===== config.mk =====
export PLATFORM = sky130hd
export DESIGN_NAME = video_writeback_core
export DESIGN_NICKNAME = d
export VERILOG_FILES = /design/src/rtl/video_writeback_core.sv
export SDC_FILE = /design/constraint.sdc
export NUM_CORES = 1
export LEC_CHECK = 0
export BUFFER_PORTS_ARGS = -buffer_cell sky130_fd_sc_hd__buf_2
export CORE_UTILIZATION = 50
export DETAILED_ROUTE_END_ITERATION = 10
export PLACE_DENSITY = 0.79
export SLEW_MARGIN = 20
export SYNTH_ARGS = -nofsm -noshare
export SYNTH_HDL_FRONTEND = slang
export SYNTH_SLANG_ARGS = --single-unit

===== constraint.sdc =====
create_clock -name i_chip_clk -period 5.5 [get_ports i_chip_clk]
set_input_delay 1.1 -clock i_chip_clk [delete_from_list [all_inputs] [get_ports i_chip_clk]]
set_output_delay 1.1 -clock i_chip_clk [all_outputs]
set_load 0.02 [all_outputs]

===== src/rtl/video_writeback_core.sv =====
// ---------------------------------------------------------------------------
// video_writeback_core
//
// Drains one 1024-word slot of the 16x1024x16 line RAM (port B) into SDRAM
// through the burst write interface. The vector renderer uses it to commit a
// finished scanline to the frame buffer that the line-fetch engine later
// reads back.
//
// Request flow: IDLE -> CMD (one-cycle burst_wr) -> STREAM (words go out
// through a 2-entry skid FIFO) -> WAIT_DONE (controller commit) -> IDLE.
//
// Ports
//   i_chip_clk          single clock
//   i_reset             synchronous, active-high reset
//   i_wb_start          one-cycle request pulse (accepted only when idle)
//   i_wb_slot/addr/len  request slot, SDRAM address, word count (0..1024)
//   o_wb_busy           request in progress
//   o_wb_done           one-cycle completion pulse
//   o_wb_overrun        sticky: request seen while busy
//   o_burst_wr          one-cycle burst command
//   o_burst_addr/len    burst start address / word count (held)
//   o_burst_strobe      o_burst_data valid
//   o_burst_data        write word
//   i_burst_ready       controller takes a word on strobe && ready
//   i_burst_data_done   controller has committed the whole burst
//   o_address_b         line RAM address {slot, word index}
//   o_wren_b/o_data_b/o_byteena_b  line RAM write port (clear feature)
//   i_q_b               line RAM read data, one cycle after o_address_b
//
// Build option
//   VIDEO_WB_CLEAR_EN   when defined, every word accepted by the controller
//                       is zeroed in the line RAM one cycle later. Otherwise
//                       the line RAM write port is tied off.
// ---------------------------------------------------------------------------
module video_writeback_core #(
  parameter int LINE_WORDS = 1024,
  parameter int SLOT_BITS  = 4
) (
  input  logic                  i_chip_clk,
  input  logic                  i_reset,
  input  logic                  i_wb_start,
  input  logic [SLOT_BITS-1:0]  i_wb_slot,
  input  logic [31:0]           i_wb_addr,
  input  logic [10:0]           i_wb_len,
  output logic                  o_wb_busy,
  output logic                  o_wb_done,
  output logic                  o_wb_overrun,
  output logic                  o_burst_wr,
  output logic [31:0]           o_burst_addr,
  output logic [10:0]           o_burst_len,
  output logic                  o_burst_strobe,
  output logic [15:0]           o_burst_data,
  input  logic                  i_burst_ready,
  input  logic                  i_burst_data_done,
  output logic [SLOT_BITS+9:0]  o_address_b,
  output logic                  o_wren_b,
  output logic [15:0]           o_data_b,
  output logic [1:0]            o_byteena_b,
  input  logic [15:0]           i_q_b
);

  localparam logic [10:0] MAX_LEN = 11'(LINE_WORDS);

  typedef enum logic [1:0] {
    S_IDLE      = 2'd0,
    S_CMD       = 2'd1,
    S_STREAM    = 2'd2,
    S_WAIT_DONE = 2'd3
  } state_t;

  state_t                 r_state;
  state_t                 w_state_next;

  logic [SLOT_BITS-1:0]   r_slot;
  logic [31:0]            r_burst_addr;
  logic [10:0]            r_len;
  logic                   r_busy;
  logic                   r_done;
  logic                   r_overrun;
  logic                   r_burst_wr;

  logic [9:0]             r_rd_idx;     // next word index to read
  logic                   r_rd_done;    // all len reads issued
  logic                   r_ret;        // i_q_b carries a requested word this cycle
  logic [10:0]            r_acc_cnt;    // words accepted by the controller
  logic [15:0]            r_fifo_mem [0:1];
  logic                   r_wptr;
  logic                   r_rptr;
  logic [1:0]             r_fifo_cnt;

  logic                   w_idle_free;
  logic                   w_accept;
  logic [10:0]            w_len_clamped;
  logic                   w_pop;
  logic                   w_last_pop;
  logic [2:0]             w_occ;
  logic                   w_issue;
  logic                   w_clr;

  // Request acceptance, handshake and read-issue decisions
  always_comb begin
    w_idle_free   = (r_state == S_IDLE) && !r_done;
    w_accept      = i_wb_start && w_idle_free;
    if (i_wb_len > MAX_LEN) begin
      w_len_clamped = MAX_LEN;
    end else begin
      w_len_clamped = i_wb_len;
    end
    w_pop         = (r_fifo_cnt != 2'd0) && i_burst_ready;
    w_last_pop    = w_pop && (r_acc_cnt == (r_len - 11'd1));
    // Entries the FIFO is committed to after this cycle: a new read is only
    // issued if its word still fits even when nothing is popped next cycle.
    w_occ         = 3'(r_fifo_cnt) + 3'(r_ret) - 3'(w_pop);
    w_issue       = ((r_state == S_CMD) || (r_state == S_STREAM)) &&
                    !r_rd_done && (w_occ < 3'd2) && !w_clr;
  end

  // Next-state logic
  always_comb begin
    w_state_next = r_state;
    case (r_state)
      S_IDLE: begin
        if (w_accept && (w_len_clamped != 11'd0)) begin
          w_state_next = S_CMD;
        end else begin
          w_state_next = S_IDLE;
        end
      end
      S_CMD: begin
        w_state_next = S_STREAM;
      end
      S_STREAM: begin
        if (w_last_pop) begin
          w_state_next = S_WAIT_DONE;
        end else begin
          w_state_next = S_STREAM;
        end
      end
      S_WAIT_DONE: begin
        if (i_burst_data_done) begin
          w_state_next = S_IDLE;
        end else begin
          w_state_next = S_WAIT_DONE;
        end
      end
      default: begin
        w_state_next = S_IDLE;
      end
    endcase
  end

  // State register
  always_ff @(posedge i_chip_clk) begin
    if (i_reset) begin
      r_state <= S_IDLE;
    end else begin
      r_state <= w_state_next;
    end
  end

  // Request latch, status flags and burst command
  always_ff @(posedge i_chip_clk) begin
    if (i_reset) begin
      r_slot       <= '0;
      r_burst_addr <= 32'd0;
      r_len        <= 11'd0;
      r_busy       <= 1'b0;
      r_done       <= 1'b0;
      r_overrun    <= 1'b0;
      r_burst_wr   <= 1'b0;
    end else begin
      r_burst_wr <= 1'b0;
      r_done     <= 1'b0;
      if (w_accept) begin
        r_slot       <= i_wb_slot;
        r_burst_addr <= i_wb_addr;
        r_len        <= w_len_clamped;
        r_busy       <= 1'b1;
        if (w_len_clamped == 11'd0) begin
          r_done <= 1'b1;   // empty request completes without a burst
        end else begin
          r_burst_wr <= 1'b1;
        end
      end else if ((r_state == S_WAIT_DONE) && i_burst_data_done) begin
        r_done <= 1'b1;
        r_busy <= 1'b0;
      end else if (r_done) begin
        r_busy <= 1'b0;     // ends the single busy cycle of an empty request
      end
      if (i_wb_start && !w_idle_free) begin
        r_overrun <= 1'b1;
      end
    end
  end

  // Line RAM prefetch and skid FIFO
  always_ff @(posedge i_chip_clk) begin
    if (i_reset) begin
      r_rd_idx      <= 10'd0;
      r_rd_done     <= 1'b0;
      r_ret         <= 1'b0;
      r_acc_cnt     <= 11'd0;
      r_fifo_mem[0] <= 16'd0;
      r_fifo_mem[1] <= 16'd0;
      r_wptr        <= 1'b0;
      r_rptr        <= 1'b0;
      r_fifo_cnt    <= 2'd0;
    end else if (w_accept) begin
      r_rd_idx   <= 10'd0;
      r_rd_done  <= 1'b0;
      r_ret      <= 1'b0;
      r_acc_cnt  <= 11'd0;
      r_wptr     <= 1'b0;
      r_rptr     <= 1'b0;
      r_fifo_cnt <= 2'd0;
    end else begin
      r_ret <= w_issue;
      if (w_issue) begin
        // Hold the index at the last word instead of wrapping (len == 1024).
        if ({1'b0, r_rd_idx} == (r_len - 11'd1)) begin
          r_rd_done <= 1'b1;
        end else begin
          r_rd_idx <= r_rd_idx + 10'd1;
        end
      end
      if (r_ret) begin
        r_fifo_mem[r_wptr] <= i_q_b;
        r_wptr             <= ~r_wptr;
      end
      if (w_pop) begin
        r_rptr    <= ~r_rptr;
        r_acc_cnt <= r_acc_cnt + 11'd1;
      end
      r_fifo_cnt <= r_fifo_cnt + 2'(r_ret) - 2'(w_pop);
    end
  end

`ifdef VIDEO_WB_CLEAR_EN
  logic       r_clr;
  logic [9:0] r_clr_idx;

  // Zero each accepted word one cycle after its handshake
  always_ff @(posedge i_chip_clk) begin
    if (i_reset) begin
      r_clr     <= 1'b0;
      r_clr_idx <= 10'd0;
    end else begin
      r_clr <= w_pop;
      if (w_pop) begin
        r_clr_idx <= r_acc_cnt[9:0];
      end
    end
  end

  assign w_clr       = r_clr;
  assign o_address_b = r_clr ? {r_slot, r_clr_idx} : {r_slot, r_rd_idx};
  assign o_wren_b    = r_clr;
  assign o_data_b    = 16'd0;
  assign o_byteena_b = {2{r_clr}};
`else
  assign w_clr       = 1'b0;
  assign o_address_b = {r_slot, r_rd_idx};
  assign o_wren_b    = 1'b0;
  assign o_data_b    = 16'd0;
  assign o_byteena_b = 2'b00;
`endif

  assign o_wb_busy      = r_busy;
  assign o_wb_done      = r_done;
  assign o_wb_overrun   = r_overrun;
  assign o_burst_wr     = r_burst_wr;
  assign o_burst_addr   = r_burst_addr;
  assign o_burst_len    = r_len;
  assign o_burst_strobe = (r_fifo_cnt != 2'd0);
  assign o_burst_data   = r_fifo_mem[r_rptr];

endmodule


Yosys cells after proc, flatten, opt, wreduce, memory -nomap -nowiden
Memories as Yosys holds them, arrays and structs flattened. A register that Yosys moved wholly into a read port is not among the register bits.
Cells that the tools add are included.

cells by class
  add/subtract/negate cells = 7
  $mul = 0
  divide/modulo/power cells = 0
  $lt $le $gt $ge = 2
  equal/unequal tests = 5
  shift-type cells = 0
  multiplexer cells = 23
  bitwise operators = 4
  reduce and logical (&&, ||, !) cells = 23

operator list
  kind                                                 count
  2-to-1 mux 1 bit                                     19
  2-to-1 mux 16 bit                                    1
  OR reduction 16 bit                                  1
  adder 11 x 1 -> 11 bit (second input constant)       1
  equality test 10 x 11 -> 1 bit                       1
  equality test 11 bit                                 1
  > comparator 11 bit (second input constant)          1
  zero test 11 bit                                     1
  2-to-1 mux 11 bit                                    1
  nonzero test 11 bit                                  1
  subtractor 11 x 1 -> 11 bit (second input constant)  1
  adder 10 x 1 -> 10 bit (second input constant)       1
  logical AND 1 bit                                    9
  case mux 2 bit (4 select lines)                      1
  equality test 2 bit (second input constant)          2
  inverter 1 bit                                       4
  AND reduction 2 bit                                  2
  OR reduction 2 bit                                   2
  adder 2 x 1 -> 3 bit                                 1
  zero test 1 bit                                      3
  < comparator 3 x 2 -> 1 bit (second input constant)  1
  nonzero test 3 bit                                   1
  subtractor 3 x 1 -> 3 bit                            1
  adder 2 x 1 -> 2 bit                                 1
  6 further kinds                                      6

storage, ports and cells
  register bits = 80
  bits in latches = 0
  bits in writable memories = 32
  ROM bits = 0
  bits of input ports = 68
  output and inout port bits = 97
  logic and storage cells = 80
  memories kept = 1

memory list
  name        depth  width  read ports  clocked after memory_dff  write ports  RTL line  source
  r_fifo_mem  2      16     1           1                         2            86        logic [15:0] r_fifo_mem [0:1];

Longest topological paths before layout
Gate-level depths: netlist of run 1.

  depth after elaboration = 8
  depth in mapped cells = 14
  depth with buffers taken out = 13

Worst setup path after synthesis of run 1
No wires, ideal clock.

  path kind = input -> register
  start = input port i_burst_ready
  end = register r_rd_idx[8]
  setup time = 115 ps
  arrival time = 3516 ps
  required time = 5385 ps
  path slack = 1870 ps
  cell stages on the path = 13
  cells stage by stage = and2_1 -> clkbuf_1 -> ha_1 -> inv_1 -> ha_1 -> inv_1 -> fa_1 -> xnor2_1 -> nand4b_1 -> o21bai_2 -> buf_6 -> o31a_1 -> o21a_1

between the ends
  longest elaborated chain between the ends = 5

ends and longest elaborated chain
  element                               RTL line  source
  start: declaration                    53        input logic i_burst_ready,
  logical AND 1 bit                     109       w_pop = (r_fifo_cnt != 2'd0) && i_burst_ready;
  net w_pop                             94        logic w_pop;
  subtractor 3 x 1 -> 3 bit             113       w_occ = 3'(r_fifo_cnt) + 3'(r_ret) - 3'(w_pop);
  < comparator 3 x 2 -> 1 bit           115       !r_rd_done && (w_occ < 3'd2) && !w_clr;
  logical AND 1 bit                     115
  AND reduction 2 bit (no source line)  -
  end signal: assignment                223       r_rd_idx <= r_rd_idx + 10'd1;
  end: declaration                      82        logic [9:0] r_rd_idx;

The timed path passes the listed nets, and every way through them passes these cells.
A chain may end at the register's enable or synchronous reset.

==> impl_metrics.json, run 1 <==
{
  "clk_pin_slew_ns": 0.05,
  "cap_violations": 0,
  "max-slew-margin-rel": 0.399,
  "status": "complete, no violations",
  "crit_buf_inv": 2,
  "crit-reg2reg-launch": "r_state[1]",
  "num_vias": 3858,
  "fin_nets": 680,
  "path_delay_family": "simple AND/OR/NAND/NOR gates",
  "io_buffer_count": 145,
  "finalPower_mw": 2.88,
  "wl_mm": 11.0,
  "antenna_cells": 0,
  "htree_levels": 4,
  "avgRoutedWirePerCell_um": 14.8,
  "avgSynthCellArea_um2": 11.0,
  "min_period_ns": 3.39,
  "seq_area_um2": 2580,
  "ctsHoldBuffers": 0,
  "yosysSeqAreaShare": 0.510,
  "cp.required_ns": 5.63,
  "yosys.cell_types.count": 56,
  "final-setup-viol-count": 0,
  "end_kind": "register",
  "syn-cell-area_um2": 5070,
  "ys_seq_elements": 113,
  "routed_via_density": 5.16,
  "hpwl_mm": 7.88,
  "clock.fmax_mhz": 295,
  "hold_viol": 0,
  "multi_input_comb_area_um2": 2260,
  "synth_edf_count": 32,
  "grt_pass1_wl_mm": 16.7,
  "hold_ws_ns": 0.476,
  "initial_utilization": 0.516,
  "globalplace.congestion": 0.803,
  "r2r_setup_slack_ns": 2.11,
  "tns_ns": 0,
  "async_flop_share": 0,
  "die_h_um": 103,
  "cp_slowest_cell": "or2_1",
  "critPathKind": "reg2reg",
  "tightest_slew_ns": 0.901,
  "drv_slew": 0,
  "power.density_nw_per_um2": 450,
  "crit_chain": "inv_1 > ha_1 > nand3b_1 > nor2b_4 > buf_4 > and3_1 > or2_1",
  "rows": 36,
  "dieArea_um2": 10500,
  "fill_cells": 807,
  "drc_errors": 0,
  "cpPeakStageDelay_ns": 0.60,
  "die_w_um": 103,
  "cp-endpoint": "r_fifo_mem[1][2]",
  "grt_max_degree": 40,
  "path_depth": 7,
  "antenna_found_initial": 0,
  "critPathLaunchType": "register",
  "critical_path_arrival_ns": 3.52,
  "fin_util": 0.651,
  "io_pins": 165,
  "grtUsageTotal": 0.210,
  "cts_tree": "yes",
  "drt_iter0_drc": 142,
  "synthCells": 462,
  "period_share": 0.616,
  "synth_ff_type": "dfxtp_1",
  "p_leak_nw": 2.89,
  "numCtsBuffers": 17,
  "cts_sinks": 113,
  "dr.pass1.iters": 4,
  "hold_class": "reg2reg",
  "clock_skew_ns": 0.00797,
  "overflow": 0,
  "peakVddDrop_mv": 0.273,
  "r2r_end": "r_fifo_mem[1][2]",
  "cts_resized": 0,
  "grt_pass1_vias": 3614,
  "final_antenna_net_count": 0,
  "clk_latency_ns": 0.51,
  "core_um2": 9820,
  "path_max_fanout": 32,
  "area_growth_pct": 26.1,
  "cts-root-buf": "clkbuf_8",
  "post-cts-setup-buffer-count": 0,
  "startpoint": "r_state[1]",
  "reg2reg_depth": 7,
  "cts_buffer_depth": 2,
  "ys_warn_count": 0,
  "rsz0062_at_grt": "false",
  "drive_gt1_frac": 0.333
}
-- layout make-up --
| class | count | share of cell area |
|---|---|---|
| flip-flops and latches | 113 | 0.404 |
| multi-input cells | 311 | 0.354 |
| repair buffers | 147 | 0.116 |
| clock buffers | 20 | 0.0687 |
| well taps | 133 | 0.0260 |
| clock inverters | 12 | 0.0247 |
| inverters | 12 | 0.00705 |
-- worst min-delay path by stage --
stage / startpoint / to / slack, ns / cells after the start
final: o_burst_addr[28] / o_burst_addr[28] / 0.48 / 1
after global routing: o_burst_addr[23] / o_burst_addr[23] / 0.49 / 1
after CTS: o_burst_addr[28] / o_burst_addr[28] / 0.48 / 1
after detailed placement: o_burst_addr[6] / o_burst_addr[6] / 0.46 / 1
after global placement: r_rd_done / r_rd_done / 0.45 / 2
after floorplan: r_rd_done / r_rd_done / 0.43 / 2
-- cell usage in the layout (no fill, tap or decap), drive strengths merged, types with 2 or more instances in the layout --
cell	synthesis	layout
a21oi	8	8
a22o	45	45
and2	35	35
and3	5	5
buf	28	147
bufinv	0	3
clkbuf	16	20
clkinv	0	4
clkinvlp	0	2
conb	1	19
dfxtp	81	81
edfxtp	32	32
ha	9	9
inv	12	15
mux2	16	16
mux2i	4	4
nand2	18	18
nand2b	6	6
nand3	6	6
nand3b	2	2
nand4	8	8
nor2	34	34
nor2b	2	2
nor3	6	6
nor4	8	8
o211ai	2	2
o21ai	10	10
o31ai	2	2
or2	3	3
or3	4	4
or4	3	3
xnor2	20	20
xnor3	3	3
xor2	18	18
-- flip-flops by register name (all words and copies together), names as in the netlist, named ones only --
register,count
o_burst_len,11
o_wb_busy,1
r_fifo_cnt,2
o_wb_done,1
r_rd_idx,10
o_wb_overrun,1
r_ret,1
r_rd_done,1
r_acc_cnt,11
o_burst_wr,1
r_rptr,1
r_state,2
r_fifo_mem,32
o_burst_addr,32
r_slot,4
r_wptr,1
-- per-layer routing --
layer	up-vias	part of all wire	global-route usage
met3	23	0.044	0.0563
met4	0	0.023	0.107
li1	1880	-	-
met1	1809	0.44	0.246
met2	146	0.49	0.356
met5	-	0	0
-- where the power goes --
group	switching (mW)	total [mW]	internal, mW
sequential	0.0880	1.05	0.966
combinational	0.437	0.737	0.300
clock	0.378	1.09	0.709
-- Yosys cell counts, types with 2 or more instances --
cell	number	area, µm²
dfxtp_1	81	1620
a22o_1	45	394
and2_1	35	219
nor2_1	33	124
edfxtp_1	32	961
buf_4	20	150
xnor2_1	20	175
nand2_1	18	67.6
xor2_1	18	158
clkbuf_1	16	60.1
mux2_2	16	180
inv_1	12	45.0
ha_1	9	113
a21oi_1	8	40.0
o21ai_0	7	35.0
nand2b_1	6	37.5
nand3_1	6	30.0
nand4_1	6	37.5
nor4_1	6	37.5
and3_1	5	31.3
buf_1	5	18.8
nor3_1	5	25.0
mux2i_1	4	40.0
or3_1	4	25.0
o21ai_1	3	15.0
or2_1	3	18.8
xnor3_1	3	67.6
buf_6	2	22.5
nand3b_1	2	15.0
nand4_2	2	25.0
nor2b_1	2	12.5
o211ai_1	2	15.0
o31ai_1	2	15.0
or4_4	2	22.5
-- per-stage QoR --
step                      cell area (µm²)  setup WS (ns)  std cells
after floorplan                      5140           1.87        480
after global placement               5800           1.69        716
after detailed placement             5800           1.58        716
after CTS                            6390           2.07        748
after global routing                 6390           1.79        748
final                                6390           2.11        748
-- cells by family (layout without fill, tap and decap cells) --
kind of cell / Yosys count / after routing / share of synthesized area
AO/OA/AOI/OAI: 76 / 76 / 0.117
XOR/XNOR: 41 / 41 / 0.0790
adder cells (fa/ha/maj): 10 / 10 / 0.0262
buffers and inverters: 56 / 191 / 0.0595
flip-flops: 113 / 113 / 0.510
multiplexers: 20 / 20 / 0.0434
other: 1 / 19 / 0.000740
AND/OR/NAND/NOR: 145 / 145 / 0.165
Note: power is estimated with default switching activity, not from simulation.
==> run 2: changes to the inputs <==
--- a/config.mk
+++ b/config.mk
@@ -6,9 +6,9 @@
 export NUM_CORES = 1
 export LEC_CHECK = 0
 export BUFFER_PORTS_ARGS = -buffer_cell sky130_fd_sc_hd__buf_2
-export CORE_UTILIZATION = 50
+export CORE_UTILIZATION = 46
 export DETAILED_ROUTE_END_ITERATION = 10
-export PLACE_DENSITY = 0.79
+export PLACE_DENSITY = 0.76
 export SLEW_MARGIN = 20
 export SYNTH_ARGS = -nofsm -noshare
 export SYNTH_HDL_FRONTEND = slang
==> constraint.sdc (replaced) <==
create_clock -name i_chip_clk -period 2.91 [get_ports i_chip_clk]
set_input_delay 0.582 -clock i_chip_clk [delete_from_list [all_inputs] [get_ports i_chip_clk]]
set_output_delay 0.582 -clock i_chip_clk [all_outputs]
set_load 0.02 [all_outputs]
==> run 2 against run 1 <==
  * Clock power is 82% higher
  * First-iteration DRC count is 23% higher
  * Power is 92% higher
  * Maximum frequency is 24% higher
  * Flip-flop and latch count stayed put
  * Critical path depth is 4 higher
  * Sequential power is 90% higher
  * Die area is 8.5% higher
  * Worst setup slack worse by 1.9 ns
  * Non-clock buffer count is 11 higher
  * Via count is 3.0% higher
  * Critical endpoint is now r_rd_idx[9]
  * Largest cell class unchanged
  * Highest routed layer unchanged
==> impl_metrics.json, run 2 (synthesis results as in run 1) <==
{
  "critPathKind": "reg2reg",
  "globalplace.congestion": 0.797,
  "routed_via_density": 5.21,
  "die_w_um": 107,
  "cpPeakStageDelay_ns": 0.53,
  "die_h_um": 107,
  "min_period_ns": 2.72,
  "max-slew-margin-rel": 0.496,
  "cap_violations": 0,
  "drc_errors": 0,
  "tns_ns": 0,
  "clk_pin_slew_ns": 0.06,
  "path_delay_family": "simple AND/OR/NAND/NOR gates",
  "grt_max_degree": 59,
  "startpoint": "r_fifo_cnt[1]",
  "crit_buf_inv": 3,
  "num_vias": 3972,
  "hold_viol": 0,
  "grtUsageTotal": 0.206,
  "fin_nets": 691,
  "grt_pass1_wl_mm": 18.4,
  "io_pins": 165,
  "cp.required_ns": 3.35,
  "hold_ws_ns": 0.281,
  "antenna_found_initial": 0,
  "clock.fmax_mhz": 367,
  "grt_pass1_vias": 3848,
  "rows": 37,
  "overflow": 0,
  "final_common_cell": "buf_2",
  "final_antenna_net_count": 0,
  "io_buffer_count": 145,
  "period_share": 0.935,
  "drv_slew": 0,
  "power.density_nw_per_um2": 850,
  "numCtsBuffers": 17,
  "cts_sinks": 113,
  "end_kind": "register",
  "avgRoutedWirePerCell_um": 15.4,
  "ctsHoldBuffers": 0,
  "p_leak_nw": 2.93,
  "hold_class": "in2reg",
  "post-cts-setup-buffer-count": 0,
  "crit_chain": "or2_4 > and2_4 > ha_4 > inv_2 > ha_4 > inv_2 > fa_2 > nand4b_1 > buf_4 > nor4b_1 > mux2i_1",
  "fin_util": 0.618,
  "dieArea_um2": 11400,
  "cts_resized": 0,
  "mostFrequentLayoutCells": "buf_2 (145), dfxtp_1 (80), a22o_1 (45)",
  "wl_mm": 11.7,
  "area_growth_pct": 28.2,
  "antenna_cells": 0,
  "initial_utilization": 0.482,
  "cts_buffer_depth": 2,
  "crit-reg2reg-launch": "r_fifo_cnt[1]",
  "cts-root-buf": "clkbuf_8",
  "dr.pass1.iters": 5,
  "finalPower_mw": 5.52,
  "path_max_fanout": 3,
  "drive_gt1_frac": 0.358,
  "cp_slowest_cell": "fa_2",
  "peakVddDrop_mv": 0.416,
  "core_um2": 10500,
  "clock_skew_ns": 0.00802,
  "hpwl_mm": 8.14,
  "dp_slack_ns": 0.0319,
  "rsz0062_at_grt": "false",
  "drt_iter0_drc": 175,
  "status": "complete, no violations",
  "fin_ws_ns": 0.188,
  "critPathLaunchType": "register",
  "tightest_slew_ns": 0.755,
  "cts_tree": "yes",
  "htree_levels": 4,
  "hold_path.startpoint": "i_wb_addr[29]",
  "clk_latency_ns": 0.51,
  "final-setup-viol-count": 0,
  "critical_path_arrival_ns": 3.16
}
==> run 2: area by class of cell <==
class	count	area, µm²
inverter	12	45.0
clock buffer	17	414
tap	136	170
fill	855	4010
clock inverter	15	158
timing repair buffer	158	823
sequential	113	2580
multi-input combinational	311	2300
==> run 2: per-stage QoR <==
stage                     instance area, µm²  std cells
after CTS                               6500        762
final                                   6500        762
after global placement                  5920        730
after global routing                    6500        762
after floorplan                         5190        480
after detailed placement                5920        730
==> run 2: report_power, final <==
part           leakage [nW]  internal [mW]  switching [mW]
Combinational          1.67          0.675           0.873
Sequential            0.992           1.82           0.162
Clock                 0.273           1.22           0.761
Total                  2.93           3.72            1.80
==> run 2: path summary, 6_finish.rpt <==
path                      endpoint  slack, ns  cells past startpoint
setup / recovery       r_rd_idx[9]       0.19                     11
setup reg to reg       r_rd_idx[9]       0.19                     11
hold reg to reg   o_burst_addr[11]       0.47                      1
hold / removal    o_burst_addr[29]       0.28                      2
==> run 2: per-layer routing <==
metal  up-vias  wire length (µm)  track usage
li1       1910                 -            -
met1      1904              5130        0.260
met2       143              5760        0.342
met3        15               662       0.0486
met4         0               153       0.0753
met5         -                 0            0
==> run 3: changes to the inputs <==
--- a/config.mk
+++ b/config.mk
@@ -5,8 +5,11 @@
 export SDC_FILE = /design/constraint.sdc
 export NUM_CORES = 1
 export LEC_CHECK = 0
+export ABC_CLOCK_PERIOD_IN_PS = 2910
 export BUFFER_PORTS_ARGS = -buffer_cell sky130_fd_sc_hd__buf_2
+export CORE_ASPECT_RATIO = 0.7
 export CORE_UTILIZATION = 46
+export CTS_CLUSTER_SIZE = 30
 export DETAILED_ROUTE_END_ITERATION = 10
 export PLACE_DENSITY = 0.76
 export SLEW_MARGIN = 20
==> run 3 against run 2 <==
  * Clock power rose by 3%
  * Critical endpoint is now r_rd_idx[4]
  * Maximum frequency is 2.8% higher
  * Die area about the same
  * Sequential share of layout area down 0.18 points
  * Combinational power decreased by 3%
  * First-iteration DRC count grew 33%
  * Global-route usage decreased by 0.30 points
  * Final cell count up 1.3%
  * Worst hold slack better by 0.097 ns
  * Largest cell class unchanged
  * Largest power group is now the clock network
==> impl_metrics.json, run 3 (synthesis results as in run 1) <==
{
  "cts_sinks": 113,
  "drv_slew": 0,
  "avgRoutedWirePerCell_um": 14.5,
  "cp.required_ns": 3.26,
  "core_um2": 10500,
  "final_antenna_net_count": 0,
  "end_kind": "register",
  "fill_cells": 854,
  "cts-root-buf": "clkbuf_16",
  "path_max_fanout": 11,
  "num_vias": 3860,
  "cap_violations": 0,
  "sw_frac_of_total": 0.320,
  "ctsHoldBuffers": 0,
  "seq_power_share": 0.359,
  "mostFrequentLayoutCells": "buf_2 (145), dfxtp_1 (80), a22o_1 (45)",
  "io_pins": 165,
  "p_leak_nw": 2.94,
  "cts_resized": 0,
  "clock.fmax_mhz": 378,
  "hold_class": "in2reg",
  "overflow": 0,
  "grt_pass1_vias": 3617,
  "rows": 31,
  "initial_utilization": 0.482,
  "grt_max_degree": 44,
  "wl_mm": 11.2,
  "area_growth_pct": 28.8,
  "internal_power_mw": 3.75,
  "final_common_cell": "buf_2",
  "rsz0062_at_grt": "false",
  "dr.pass1.iters": 5,
  "final-setup-viol-count": 0,
  "hold_viol": 0,
  "fin_nets": 689,
  "min_period_ns": 2.65,
  "io_buffer_count": 145,
  "peakVddDrop_mv": 0.457,
  "clk_pin_slew_ns": 0.06,
  "tns_ns": 0,
  "die_w_um": 127,
  "grtUsageTotal": 0.203,
  "critical_path_arrival_ns": 3.00,
  "htree_levels": 4,
  "antenna_cells": 0,
  "critPathLaunchType": "register",
  "power.density_nw_per_um2": 846,
  "fin_util": 0.621,
  "comb_power_share": 0.272,
  "status": "complete, no violations",
  "die_h_um": 89.8,
  "hpwl_mm": 7.92,
  "switching_power_mw": 1.77,
  "hold_ws_ns": 0.378,
  "drt_iter0_drc": 233,
  "period_share": 0.910,
  "cts_buffer_depth": 2,
  "clock_skew_ns": 0.00993,
  "grt_pass1_wl_mm": 17.8,
  "clk_latency_ns": 0.41,
  "tightest_slew_ns": 0.766,
  "dieArea_um2": 11400,
  "cts_tree": "yes",
  "antenna_found_initial": 0,
  "drive_gt1_frac": 0.357,
  "routed_via_density": 5.00,
  "globalplace.congestion": 0.807,
  "post-cts-setup-buffer-count": 0,
  "p_clk_frac": 0.369,
  "numCtsBuffers": 17,
  "max-slew-margin-rel": 0.488,
  "critPathKind": "reg2reg",
  "drc_errors": 0
}
## run 3: cell types whose count changed in the layout (fill, tap and decap cells not counted), sizes merged
| cell | change |
|---|---|
| inv | -1 |
| clkbuf | +3 |
| bufinv | -1 |
| clkinvlp | -1 |
| buf | -2 |
## run 3: final timing paths
kind	from	to	slack [ns]	cells after the start
hold / removal	i_wb_addr[25]	o_burst_addr[25]	0.38	2
setup reg to reg	r_fifo_cnt[1]	r_rd_idx[4]	0.26	11
hold reg to reg	o_wb_overrun	o_wb_overrun	0.47	2
setup / recovery	r_fifo_cnt[1]	r_rd_idx[4]	0.26	11
## run 3: stage by stage
stage | setup WS, ns | cell area, µm² | instances | power, mW
2_1_floorplan | 0.0256 | 5190 | 480 | 3.12
3_3_place_gp | 0.152 | 5920 | 740 | 3.47
3_5_place_dp | 0.128 | 5920 | 740 | 3.51
4_1_cts | 0.263 | 6530 | 772 | 5.56
5_1_grt | 0.131 | 6530 | 772 | 5.81
6_report | 0.262 | 6530 | 772 | 5.52
## run 3: final cells by class
| cell class | count | area [µm²] | area share |
|---|---|---|---|
| Clock buffer | 20 | 478 | 0.0732 |
| Inverter | 12 | 45.0 | 0.00690 |
| Tap cell | 148 | 185 | 0.0284 |
| Timing Repair Buffer | 156 | 808 | 0.124 |
| Clock inverter | 12 | 124 | 0.0190 |
| Sequential cell | 113 | 2580 | 0.396 |
| Multi-Input combinational cell | 311 | 2300 | 0.353 |
## run 3: routing by layer
layer,vias to the layer above,routed length (µm),track usage
met5,-,0,0
met3,15,729,0.0667
met2,128,5180,0.314
li1,1905,-,-
met4,0,167,0.0724
met1,1812,5130,0.264
## run 3: critical path, stage by stage (launching register included)
cell	delay, ns
dfxtp_2	0.34
or2_4	0.23
and2_4	0.15
ha_4	0.21
inv_2	0.06
ha_4	0.11
inv_2	0.04
fa_2	0.54
nand4b_1	0.14
o21bai_4	0.25
or4_1	0.48
nand2_1	0.07
## run 3: power by group through the flow
stage / clock network, mW / logic, mW / registers [mW]
final: 2.04 / 1.50 / 1.98
after global routing: 2.16 / 1.63 / 2.01
after CTS: 2.07 / 1.51 / 1.98
after detailed placement: 0 / 1.51 / 2.01
after global placement: 0 / 1.47 / 2.00
after floorplan: 0 / 0.998 / 2.12
